### config.mk
export PLATFORM = sky130hd
export DESIGN_NAME = alu_flags_writeback
export DESIGN_NICKNAME = d
export VERILOG_FILES = /design/src/rtl/alu_flags_writeback_pkg.sv /design/src/rtl/alu_result_mask.sv /design/src/rtl/alu_flags_writeback.sv
export SDC_FILE = /design/constraint.sdc
export NUM_CORES = 1
export LEC_CHECK = 0
export BUFFER_PORTS_ARGS = -buffer_cell sky130_fd_sc_hd__buf_2
export CAP_MARGIN = 20
export CORE_AREA = 10 10 169 171
export DETAILED_ROUTE_END_ITERATION = 6
export DIE_AREA = 0 0 179 181
export PLACE_DENSITY = 0.52
export SYNTH_ARGS = -nofsm -noshare
export SYNTH_HDL_FRONTEND = slang
export SYNTH_HIERARCHICAL = 1
export SYNTH_SLANG_ARGS = --single-unit
### constraint.sdc
create_clock -name clk -period 3.2 [get_ports clk]
set_input_delay 0.64 -clock clk [delete_from_list [all_inputs] [get_ports clk]]
set_output_delay 0.64 -clock clk [all_outputs]
set_load 0.1 [all_outputs]
### src/rtl/alu_flags_writeback_pkg.sv
// Shared types for the ALU flags/writeback stage.
// ALU_PARITY_FLAG_EN adds a parity bit to the flags struct.
package alu_flags_writeback_pkg;

    typedef logic [63:0] long_t;

    typedef enum logic [1:0] {
        BITS_8  = 2'd0,
        BITS_16 = 2'd1,
        BITS_32 = 2'd2,
        BITS_64 = 2'd3
    } size_e;

    typedef struct packed {
        logic carry;
        logic zero;
        logic sign;
`ifdef ALU_PARITY_FLAG_EN
        logic parity;
`endif
    } flags_t;

    typedef enum logic [1:0] {
        EMPTY = 2'd0,
        ONE   = 2'd1,
        FULL  = 2'd2
    } buf_state_e;

endpackage

### src/rtl/alu_result_mask.sv
// Combinational operand-size masking and zero/sign(/parity) flag derivation.
// Parity is produced only when ALU_PARITY_FLAG_EN is defined.
module alu_result_mask
    import alu_flags_writeback_pkg::*;
(
    input  long_t  raw,
    input  logic   carry,
    input  size_e  size,
    output long_t  masked,
    output flags_t flags
);

    always_comb begin
        masked      = raw;
        flags       = '0;
        flags.carry = carry;
        case (size)
            BITS_8: begin
                masked     = {56'd0, raw[7:0]};
                flags.sign = raw[7];
            end
            BITS_16: begin
                masked     = {48'd0, raw[15:0]};
                flags.sign = raw[15];
            end
            BITS_32: begin
                masked     = {32'd0, raw[31:0]};
                flags.sign = raw[31];
            end
            BITS_64: begin
                masked     = raw;
                flags.sign = raw[63];
            end
            default: begin
                masked     = raw;
                flags.sign = raw[63];
            end
        endcase
        flags.zero = (masked == '0);
`ifdef ALU_PARITY_FLAG_EN
        flags.parity = ^masked;
`endif
    end

endmodule

### src/rtl/alu_flags_writeback.sv
// Registered ALU result/flags stage with 2-entry skid buffer and carry flag.
// ALU_PARITY_FLAG_EN adds the out_parity port and per-entry parity storage.
//
// state | meaning
// EMPTY | no entries, out_valid=0, in_ready=1
// ONE   | head valid, skid free, in_ready=1
// FULL  | head and skid valid, in_ready=0
module alu_flags_writeback
    import alu_flags_writeback_pkg::*;
#(
    parameter int DEST_W = 5,
    parameter int DEPTH  = 2
) (
    input  logic              clk,
    input  logic              rst_n,
    input  logic              in_valid,
    output logic              in_ready,
    input  logic [63:0]       in_result,
    input  logic              in_carry,
    input  logic [1:0]        in_size,
    input  logic [DEST_W-1:0] in_dest,
    input  logic              in_upd_flags,
    output logic              out_valid,
    input  logic              out_ready,
    output logic [63:0]       out_result,
    output logic [DEST_W-1:0] out_dest,
    output logic              out_zero,
    output logic              out_sign,
`ifdef ALU_PARITY_FLAG_EN
    output logic              out_parity,
`endif
    output logic              carry_flag
);

    generate
        if (DEPTH != 2) begin : g_bad_depth
            $error("alu_flags_writeback: DEPTH must be 2");
        end
    endgenerate

    typedef struct packed {
        long_t             result;
        logic [DEST_W-1:0] dest;
        logic              zero;
        logic              sign;
`ifdef ALU_PARITY_FLAG_EN
        logic              parity;
`endif
    } entry_t;

    long_t      new_result;
    flags_t     new_flags;
    entry_t     new_entry;
    entry_t     head;
    entry_t     skid;
    buf_state_e state;
    logic       accept;
    logic       drain;

    alu_result_mask u_mask (
        .raw    (in_result),
        .carry  (in_carry),
        .size   (size_e'(in_size)),
        .masked (new_result),
        .flags  (new_flags)
    );

    always_comb begin
        new_entry        = '0;
        new_entry.result = new_result;
        new_entry.dest   = in_dest;
        new_entry.zero   = new_flags.zero;
        new_entry.sign   = new_flags.sign;
`ifdef ALU_PARITY_FLAG_EN
        new_entry.parity = new_flags.parity;
`endif
    end

    assign accept = in_valid & in_ready;
    assign drain  = out_valid & out_ready;

    // in_ready is only dropped while both entries are occupied, so accept never lands in FULL.
    always_ff @(posedge clk or negedge rst_n) begin
        if (!rst_n) begin
            state      <= EMPTY;
            in_ready   <= 1'b1;
            out_valid  <= 1'b0;
            head       <= '0;
            skid       <= '0;
            carry_flag <= 1'b0;
        end else begin
            if (accept && in_upd_flags) begin
                carry_flag <= new_flags.carry;
            end
            case (state)
                EMPTY: begin
                    if (accept) begin
                        head      <= new_entry;
                        out_valid <= 1'b1;
                        state     <= ONE;
                    end
                end
                ONE: begin
                    if (accept && !drain) begin
                        skid     <= new_entry;
                        in_ready <= 1'b0;
                        state    <= FULL;
                    end else if (!accept && drain) begin
                        out_valid <= 1'b0;
                        state     <= EMPTY;
                    end else if (accept && drain) begin
                        head <= new_entry;
                    end
                end
                FULL: begin
                    if (drain) begin
                        head     <= skid;
                        in_ready <= 1'b1;
                        state    <= ONE;
                    end
                end
                default: begin
                    state     <= EMPTY;
                    in_ready  <= 1'b1;
                    out_valid <= 1'b0;
                end
            endcase
        end
    end

    assign out_result = head.result;
    assign out_dest   = head.dest;
    assign out_zero   = head.zero;
    assign out_sign   = head.sign;
`ifdef ALU_PARITY_FLAG_EN
    assign out_parity = head.parity;
`endif

endmodule

==> results of run 1 <==
==> layout by cell type (no fill, tap or decap), types with 4 or more instances in the layout <==
master	count
mux2_4	70
buf_2	149
dfrtp_1	146
clkbuf_16	17
and2_1	17
nand2_1	5
nor2b_1	8
bufinv_16	4
mux2_2	144
and3_1	32
buf_12	9
buf_4	8
nor4_1	12
a21oi_1	5
==> through the flow <==
stage / worst slack [ns] / instance area [µm²] / power (mW) / utilization
final: 0.606 / 9170 / 8.81 / 0.366
after detailed placement: 0.368 / 8550 / 6.75 / 0.341
after CTS: 0.547 / 9170 / 8.92 / 0.366
after floorplan: 0.523 / 7460 / 6.00 / -
after global routing: 0.490 / 9170 / 9.15 / 0.366
after global placement: 0.429 / 8550 / 6.71 / 0.341
==> power breakdown <==
part / internal [mW] / switching (mW) / total [mW]
clock: 1.31 / 0.819 / 2.12
combinational: 0.861 / 3.21 / 4.07
sequential: 2.34 / 0.274 / 2.62
total: 4.51 / 4.30 / 8.81
==> layer usage <==
| metal | global-route usage | vias up |
|---|---|---|
| met3 | 0.0390 | 15 |
| met2 | 0.201 | 102 |
| met1 | 0.154 | 2356 |
| met4 | 0.0337 | 0 |
| li1 | - | 2143 |
| met5 | 0 | - |
==> cell families after synthesis <==
family                     after synthesis  share of synthesized area
DFF                                    147                      0.493
AOI/OAI and AO/OA                       13                     0.0134
muxes                                  215                      0.361
and+or+nand+nor                         92                     0.0814
adders and majority gates                3                    0.00503
buffers and inverters                   45                     0.0455
==> area by class of cell <==
class | count | area [µm²]
Fill cell | 2417 | 15900
Sequential cell | 147 | 3680
Multi-Input combinational cell | 323 | 3450
Timing Repair Buffer | 167 | 997
Clock buffer | 19 | 433
Tap cell | 330 | 413
Clock inverter | 13 | 184
Inverter | 3 | 11.3
==> sequential cells by signal, summed over array words and instances, names as in the netlist <==
| signal | flops |
|---|---|
| state | 2 |
| carry_flag | 1 |
| out_zero | 1 |
| out_sign | 1 |
| out_result | 64 |
| skid | 71 |
| in_ready | 1 |
| out_dest | 5 |
| out_valid | 1 |
==> path summary, 6_finish.rpt <==
kind                       startpoint           to  slack (ns)
max reg2reg                  in_ready  out_dest[2]        0.61
min in group clk             in_carry   carry_flag        0.45
min                             rst_n     skid[54]        0.20
max                          in_ready  out_dest[2]        0.61
min reg2reg                  skid[67]     skid[67]        0.50
max in group asynchronous       rst_n     in_ready        2.11
==> results.json, run 1 <==
{
  "status": "finished, final reports clean",
  "crit_fanout": 17,
  "wl_met2_mm": 9.61,
  "diodes": 0,
  "synth_fp_nets": 595,
  "ctsHoldBuffers": 0,
  "crit_path_top_delay_cell": "o211ai_4",
  "clk_path_buf_depth": 2,
  "cts_setup_buffers": 0,
  "synth.cell_area_um2": 7460,
  "tightest_slew_ns": 0.685,
  "drt_iter0_drc": 229,
  "maxCapViolations": 0,
  "yosysMostFrequentCell": "dfrtp_1",
  "met3RoutedLength_mm": 1.21,
  "fp.coreArea_um2": 25000,
  "end_kind": "flip-flop",
  "insertion_delay_ns": 0.42,
  "cts_sinks": 147,
  "fin_skew_ns": 0.00914,
  "wire_per_inst_um": 19.6,
  "required_ns": 3.50,
  "cts_resized": 0,
  "synth_warnings": 6,
  "crit_buf_inv": 2,
  "die_w_um": 179,
  "synth_ff_type": "dfrtp_1",
  "synth_top_area_frac": 0.490,
  "synth_cell_types": 35,
  "dp.cells": 970,
  "grt_remaining_overflow": 0,
  "start_util": 0.298,
  "top_layer_used": "met4",
  "vdd_drop_max_mv": 0.691,
  "rsz0062_at_grt": "false",
  "instances_no_fill": 1002,
  "critical-path-top-delay-family": "compound AO/OA/AOI/OAI gates",
  "grt_start_max_net_pins": 64,
  "die_area_um2": 32400,
  "cp.arrival_ns": 2.90,
  "crit_path_cell_trace": "and2_1 > inv_1 > ha_1 > nand4bb_4 > o211ai_4 > buf_12 > mux2_4",
  "ant_nets": 0,
  "yosys-top-cells-count": "146 x dfrtp_1, 144 x mux2_2, 70 x mux2_4",
  "wl_met1_mm": 8.63,
  "drv_slew": 0,
  "synth_cells": 515,
  "p_leak_nw": 4.59,
  "start_kind": "flip-flop",
  "ys_top_cells_by_area": "dfrtp_1 49%, mux2_2 22%, mux2_4 14%",
  "synth-edff-count": 0,
  "fin_crit_sh": 0.811,
  "via_count": 4616,
  "synth-async-reset-ratio": 1.00,
  "tns_ns": 0,
  "syn_avg_cell_area_um2": 14.5,
  "drtPass1Iterations": 4,
  "synth_area_leader_cell": "dfrtp_1",
  "area_growth_pct": 22.9,
  "cts-root-buf": "clkbuf_16",
  "hp-class": "in2async",
  "finalCriticalPeriod_ns": 2.59,
  "path_class": "reg2reg",
  "grt_pass1_vias": 5211,
  "final_layout_size_suffix_gt1_frac": 0.625,
  "hpwl_mm": 14.2,
  "ios": 151,
  "cp.depth": 7,
  "grt_usage": 0.124,
  "htreeDepth": 4,
  "drc_errors": 0,
  "max_slew_margin": 0.541,
  "rows": 58,
  "cts_buffers": 17,
  "reg2reg_depth": 7,
  "path_clk_slew_ns": 0.06,
  "routed_wl_mm": 19.7,
  "vias_per_cell": 4.61,
  "powerDensity_nw_per_um2": 961,
  "antenna_found_initial": 0,
  "place_congestion": 0.784,
  "fmax_mhz": 385,
  "final_nets": 739,
  "grt_pass1_wl_mm": 31.3,
  "port_buffers": 150,
  "synth_seq_cells": 147,
  "cts_tree": "done",
  "whs_ns": 0.196,
  "fp.dieH_um": 181,
  "finalSetupViolCount": 0,
  "seq_area_frac_synth": 0.493,
  "hold_violations": 0,
  "critPathMaxStageDelay_ns": 0.58
}
Power figures use the tool's default switching activity.
==> run 2: changes to the inputs <==
==> constraint.sdc (replaced) <==
create_clock -name clk -period 2.5 [get_ports clk]
set_input_delay 0.5 -clock clk [delete_from_list [all_inputs] [get_ports clk]]
set_output_delay 0.5 -clock clk [all_outputs]
set_load 0.1 [all_outputs]
==> run 2 against run 1 <==
Largest cell class unchanged. Register-to-register slack lost 0.47 ns. Die area is the same. Utilization fell by 0.28 points. Sequential power up 28%. Final cell count fell by 0.30%. Highest routed layer unchanged. Worst hold slack worse by 0.19 ns. Largest power group unchanged. Sequential share of layout area is 0.37 points higher. Critical path type unchanged. Fmax grew 9.8%. Combinational power up 28%.
==> results.json, run 2 (same netlist as run 1, synthesis figures left out) <==
{
  "max_slew_margin": 0.641,
  "path_class": "reg2reg",
  "largest_register_ffs": 71,
  "power_mw": 11.1,
  "rrSetupSlack_ns": 0.14,
  "grt_pass1_wl_mm": 31.2,
  "reg2reg_depth": 7,
  "cts_setup_buffers": 0,
  "critPathMaxStageDelay_ns": 0.64,
  "fin_skew_ns": 0.0122,
  "vdd_drop_max_mv": 0.876,
  "hpwl_mm": 14.0,
  "instances_no_fill": 999,
  "ios": 151,
  "hold_violations": 0,
  "end_kind": "flip-flop",
  "htreeDepth": 4,
  "rows": 58,
  "rr_startpoint": "in_ready",
  "cp.arrival_ns": 2.65,
  "die_area_um2": 32400,
  "port_buffers": 150,
  "crit_buf_inv": 2,
  "final_layout_size_suffix_gt1_frac": 0.629,
  "cts_tree": "done",
  "routed_wl_mm": 19.6,
  "layout_common_cells": "149 x buf_2, 145 x dfrtp_1, 144 x mux2_2",
  "fmax_mhz": 423,
  "cts-root-buf": "clkbuf_16",
  "required_ns": 2.79,
  "crit_fanout": 42,
  "final_util": 0.363,
  "drv_slew": 0,
  "design_area_um2": 9090,
  "nFillCells": 2482,
  "vias_per_cell": 4.60,
  "maxCapViolations": 0,
  "path_clk_slew_ns": 0.07,
  "start_kind": "flip-flop",
  "antenna_found_initial": 0,
  "clk_path_buf_depth": 2,
  "largest-register": "skid",
  "fp.dieH_um": 181,
  "fp.coreArea_um2": 25000,
  "dp.cells": 969,
  "die_w_um": 179,
  "crit_path_top_delay_cell": "dfstp_4",
  "rsz0062_at_grt": "false",
  "critical-path-top-delay-family": "flip-flops",
  "ctsHoldBuffers": 0,
  "place_congestion": 0.800,
  "powerDensity_nw_per_um2": 1220,
  "ant_nets": 0,
  "final_nets": 738,
  "p_leak_nw": 4.56,
  "fin_crit_sh": 0.945,
  "drc_errors": 0,
  "area_growth_pct": 21.9,
  "cts_sinks": 147,
  "cts_buffers": 17,
  "grt_pass1_vias": 5381,
  "status": "finished, final reports clean",
  "r2r-end": "out_result[36]",
  "tns_ns": 0,
  "start_util": 0.298,
  "grt_usage": 0.122,
  "diodes": 0,
  "finalSetupViolCount": 0,
  "crit_path_cell_trace": "and2_4 > inv_2 > ha_4 > nand4bb_4 > o211ai_4 > buf_12 > mux2_4",
  "final_common_cell": "buf_2",
  "cts_resized": 0,
  "hp-class": "in2async",
  "grt_remaining_overflow": 0,
  "tightest_slew_ns": 0.539,
  "wire_per_inst_um": 19.6,
  "finalCriticalPeriod_ns": 2.36,
  "drtPass1Iterations": 7,
  "insertion_delay_ns": 0.41,
  "grt_start_max_net_pins": 60,
  "via_count": 4594,
  "dpl-instance-area_um2": 8510,
  "drt_iter0_drc": 177
}
## run 2: worst max path at each step
| stage | from | end | slack, ns | cells past startpoint |
|---|---|---|---|---|
| 2_1_floorplan | in_ready | out_dest[0] | -0.02 | 7 |
| 3_3_place_gp | out_ready | out_result[22] | 0.16 | 8 |
| 3_5_place_dp | out_ready | out_result[26] | 0.13 | 8 |
| 6_report | in_ready | out_result[36] | 0.14 | 7 |
| 5_1_grt | in_ready | out_result[36] | 0.06 | 7 |
| 4_1_cts | in_ready | out_result[36] | 0.13 | 7 |
## run 2: routing by layer
layer	up-vias	track usage	share of wire
met5	-	0	0
met2	97	0.205	0.50
li1	2130	-	-
met1	2355	0.147	0.43
met4	0	0.0357	0.010
met3	12	0.0382	0.058
## run 2: area by class of cell
cell class | instances | area, µm² | area share
clock inverters | 10 | 136 | 0.0150
repair buffers | 166 | 940 | 0.103
multi-input cells | 323 | 3460 | 0.381
well taps | 330 | 413 | 0.0454
clock buffers | 20 | 447 | 0.0491
inverters | 3 | 11.3 | 0.00124
flip-flops and latches | 147 | 3680 | 0.405
## run 2: power by group
part           switching (mW)  internal (mW)
clock                   0.978           1.58
combinational            4.10           1.11
sequential              0.355           3.00
total                    5.43           5.69
## run 2: worst reg2reg max path, stage by stage (launching register included)
cell,delay [ns]
dfstp_4,0.64
and2_4,0.17
inv_2,0.05
ha_4,0.15
nand4bb_4,0.22
o211ai_4,0.27
buf_12,0.37
mux2_4,0.37
## run 2: per-stage QoR
step | hold WS [ns] | setup slack [ns]
after floorplan | 0.204 | -0.0213
after global placement | 0.471 | 0.165
after detailed placement | 0.480 | 0.131
after CTS | 0.0244 | 0.127
after global routing | 0.0314 | 0.0560
final | 0.00274 | 0.137
==> run 3: changes to the inputs <==
--- a/config.mk
+++ b/config.mk
@@ -11,6 +11,7 @@
 export DETAILED_ROUTE_END_ITERATION = 6
 export DIE_AREA = 0 0 179 181
 export PLACE_DENSITY = 0.52
+export RECOVER_POWER = 50
 export SYNTH_ARGS = -nofsm -noshare
 export SYNTH_HDL_FRONTEND = slang
 export SYNTH_HIERARCHICAL = 1
==> run 3 against run 2 <==
Setup slack improved by 0.0013 ns. Clock power about the same. Wire length increased by 0.28%. Utilization decreased by 0.24 points. Combinational power decreased by 1%. Sequential share of layout area increased by 0.27 points. Total power decreased by 0.50%. Largest power group unchanged. Highest routed layer unchanged.
==> results.json, run 3 (same netlist as run 1, synthesis figures left out) <==
{
  "crit_path_top_delay_cell": "dfstp_4",
  "final_layout_size_suffix_gt1_frac": 0.577,
  "clk_path_buf_depth": 2,
  "path_clk_slew_ns": 0.07,
  "ios": 151,
  "finalSetupViolCount": 0,
  "cts_buffers": 17,
  "start_util": 0.298,
  "status": "finished, final reports clean",
  "cts_sinks": 147,
  "grt_remaining_overflow": 0,
  "tns_ns": 0,
  "largest-register": "skid",
  "regArea_um2": 3680,
  "powerDensity_nw_per_um2": 1220,
  "dpl-instance-area_um2": 8510,
  "final_common_cell": "dfrtp_1",
  "required_ns": 2.79,
  "port_buffers": 150,
  "rrSetupSlack_ns": 0.14,
  "path_class": "reg2reg",
  "diodes": 0,
  "cts_resized": 0,
  "drv_slew": 0,
  "vdd_drop_max_mv": 0.860,
  "grt_start_max_net_pins": 60,
  "power.share.clock": 0.232,
  "multi_input_area_um2": 3460,
  "end_kind": "flip-flop",
  "hold_violations": 0,
  "swShare": 0.492,
  "crit_buf_inv": 2,
  "die_area_um2": 32400,
  "max_slew_margin": 0.0609,
  "fin_skew_ns": 0.0118,
  "fmax_mhz": 423,
  "grt_pass1_vias": 5381,
  "switchingPower_mw": 5.44,
  "rsz0062_at_grt": "false",
  "cts_setup_buffers": 0,
  "hp-class": "in2reg",
  "cp.arrival_ns": 2.65,
  "ctsHoldBuffers": 0,
  "fp.dieH_um": 181,
  "grt_usage": 0.122,
  "cts_tree": "done",
  "layout_common_cells": "145 x dfrtp_1, 144 x mux2_2, 116 x buf_2",
  "ant_nets": 0,
  "fp.coreArea_um2": 25000,
  "grt_pass1_wl_mm": 31.2,
  "final_nets": 738,
  "place_congestion": 0.800,
  "maxCapViolations": 0,
  "pwr-share-seq": 0.304,
  "drt_iter0_drc": 187,
  "nFillCells": 2494,
  "wire_per_inst_um": 19.7,
  "insertion_delay_ns": 0.41,
  "p_leak_nw": 4.43,
  "start_kind": "flip-flop",
  "tightest_slew_ns": 1.41,
  "antenna_found_initial": 0,
  "crit_fanout": 42,
  "cts-root-buf": "clkbuf_16",
  "rows": 58,
  "power_frac_comb": 0.464,
  "drtPass1Iterations": 7,
  "routed_wl_mm": 19.7,
  "finalCriticalPeriod_ns": 2.36,
  "critical-path-top-delay-family": "flip-flops",
  "hpwl_mm": 14.0,
  "fin_crit_sh": 0.945,
  "crit_path_cell_trace": "and2_4 > inv_2 > ha_4 > nand4bb_4 > o211ai_4 > buf_12 > mux2_4",
  "via_count": 4616,
  "htreeDepth": 4,
  "design_area_um2": 9030,
  "vias_per_cell": 4.62,
  "die_w_um": 179,
  "drc_errors": 0,
  "area_growth_pct": 21.1,
  "p_int_mw": 5.62,
  "largest_register_ffs": 71,
  "critPathMaxStageDelay_ns": 0.64
}
==> run 3: changes by cell type in the layout (fill, tap and decap cells not counted) <==
cell / delta
clkbuf_1: +35
buf_2: -33
buf_4: -4
clkbuf_2: +3
buf_6: -1
==> run 3: area by class of cell <==
type | instances | share of cell area
well taps | 330 | 0.0457
clock buffers | 20 | 0.0494
multi-input cells | 323 | 0.383
clock inverters | 10 | 0.0151
flip-flops and latches | 147 | 0.408
inverters | 3 | 0.00125
repair buffers | 166 | 0.0974
==> run 3: routing by layer <==
layer / wire length (µm) / track usage / share of wire
met5: 0 / 0 / 0
met4: 204 / 0.0357 / 0.010
met3: 1150 / 0.0382 / 0.059
met2: 9800 / 0.205 / 0.50
met1: 8520 / 0.147 / 0.43
==> run 3: worst paths after layout <==
kind	startpoint	to	cells after the start
min in group asynchronous	rst_n	out_result[4]	1
max in group asynchronous	rst_n	out_valid	2
setup / recovery	in_ready	out_result[36]	7
setup reg to reg	in_ready	out_result[36]	7
hold / removal	in_carry	carry_flag	2
hold reg to reg	skid[67]	skid[67]	1
==> run 3: per-stage QoR <==
| step | util | std cells | worst slack [ns] | hold WS [ns] | power, mW |
|---|---|---|---|---|---|
| 3_5_place_dp | 0.340 | 969 | 0.131 | 0.480 | 8.66 |
| 5_1_grt | 0.361 | 999 | 0.0560 | 0.308 | 11.5 |
| 2_1_floorplan | - | 515 | -0.0213 | 0.204 | 7.69 |
| 4_1_cts | 0.363 | 999 | 0.127 | 0.0244 | 11.3 |
| 6_report | 0.361 | 999 | 0.138 | 0.310 | 11.1 |
| 3_3_place_gp | 0.340 | 969 | 0.165 | 0.471 | 8.59 |
==> run 3: worst register-to-register path, stage by stage (launching register included) <==
cell and delay (ns):
dfstp_4 0.64, and2_4 0.18, inv_2 0.05, ha_4 0.15, nand4bb_4 0.22, o211ai_4 0.27, buf_12 0.37, mux2_4 0.37
==> run 3: power groups by stage <==
stage / Sequential, mW / Clock, mW / Combinational (mW)
CTS: 3.37 / 2.66 / 5.27
global route: 3.46 / 2.76 / 5.31
global placement: 3.37 / 0 / 5.22
detailed placement: 3.39 / 0 / 5.26
floorplan: 6.77 / 0 / 0.918
finish: 3.36 / 2.56 / 5.14
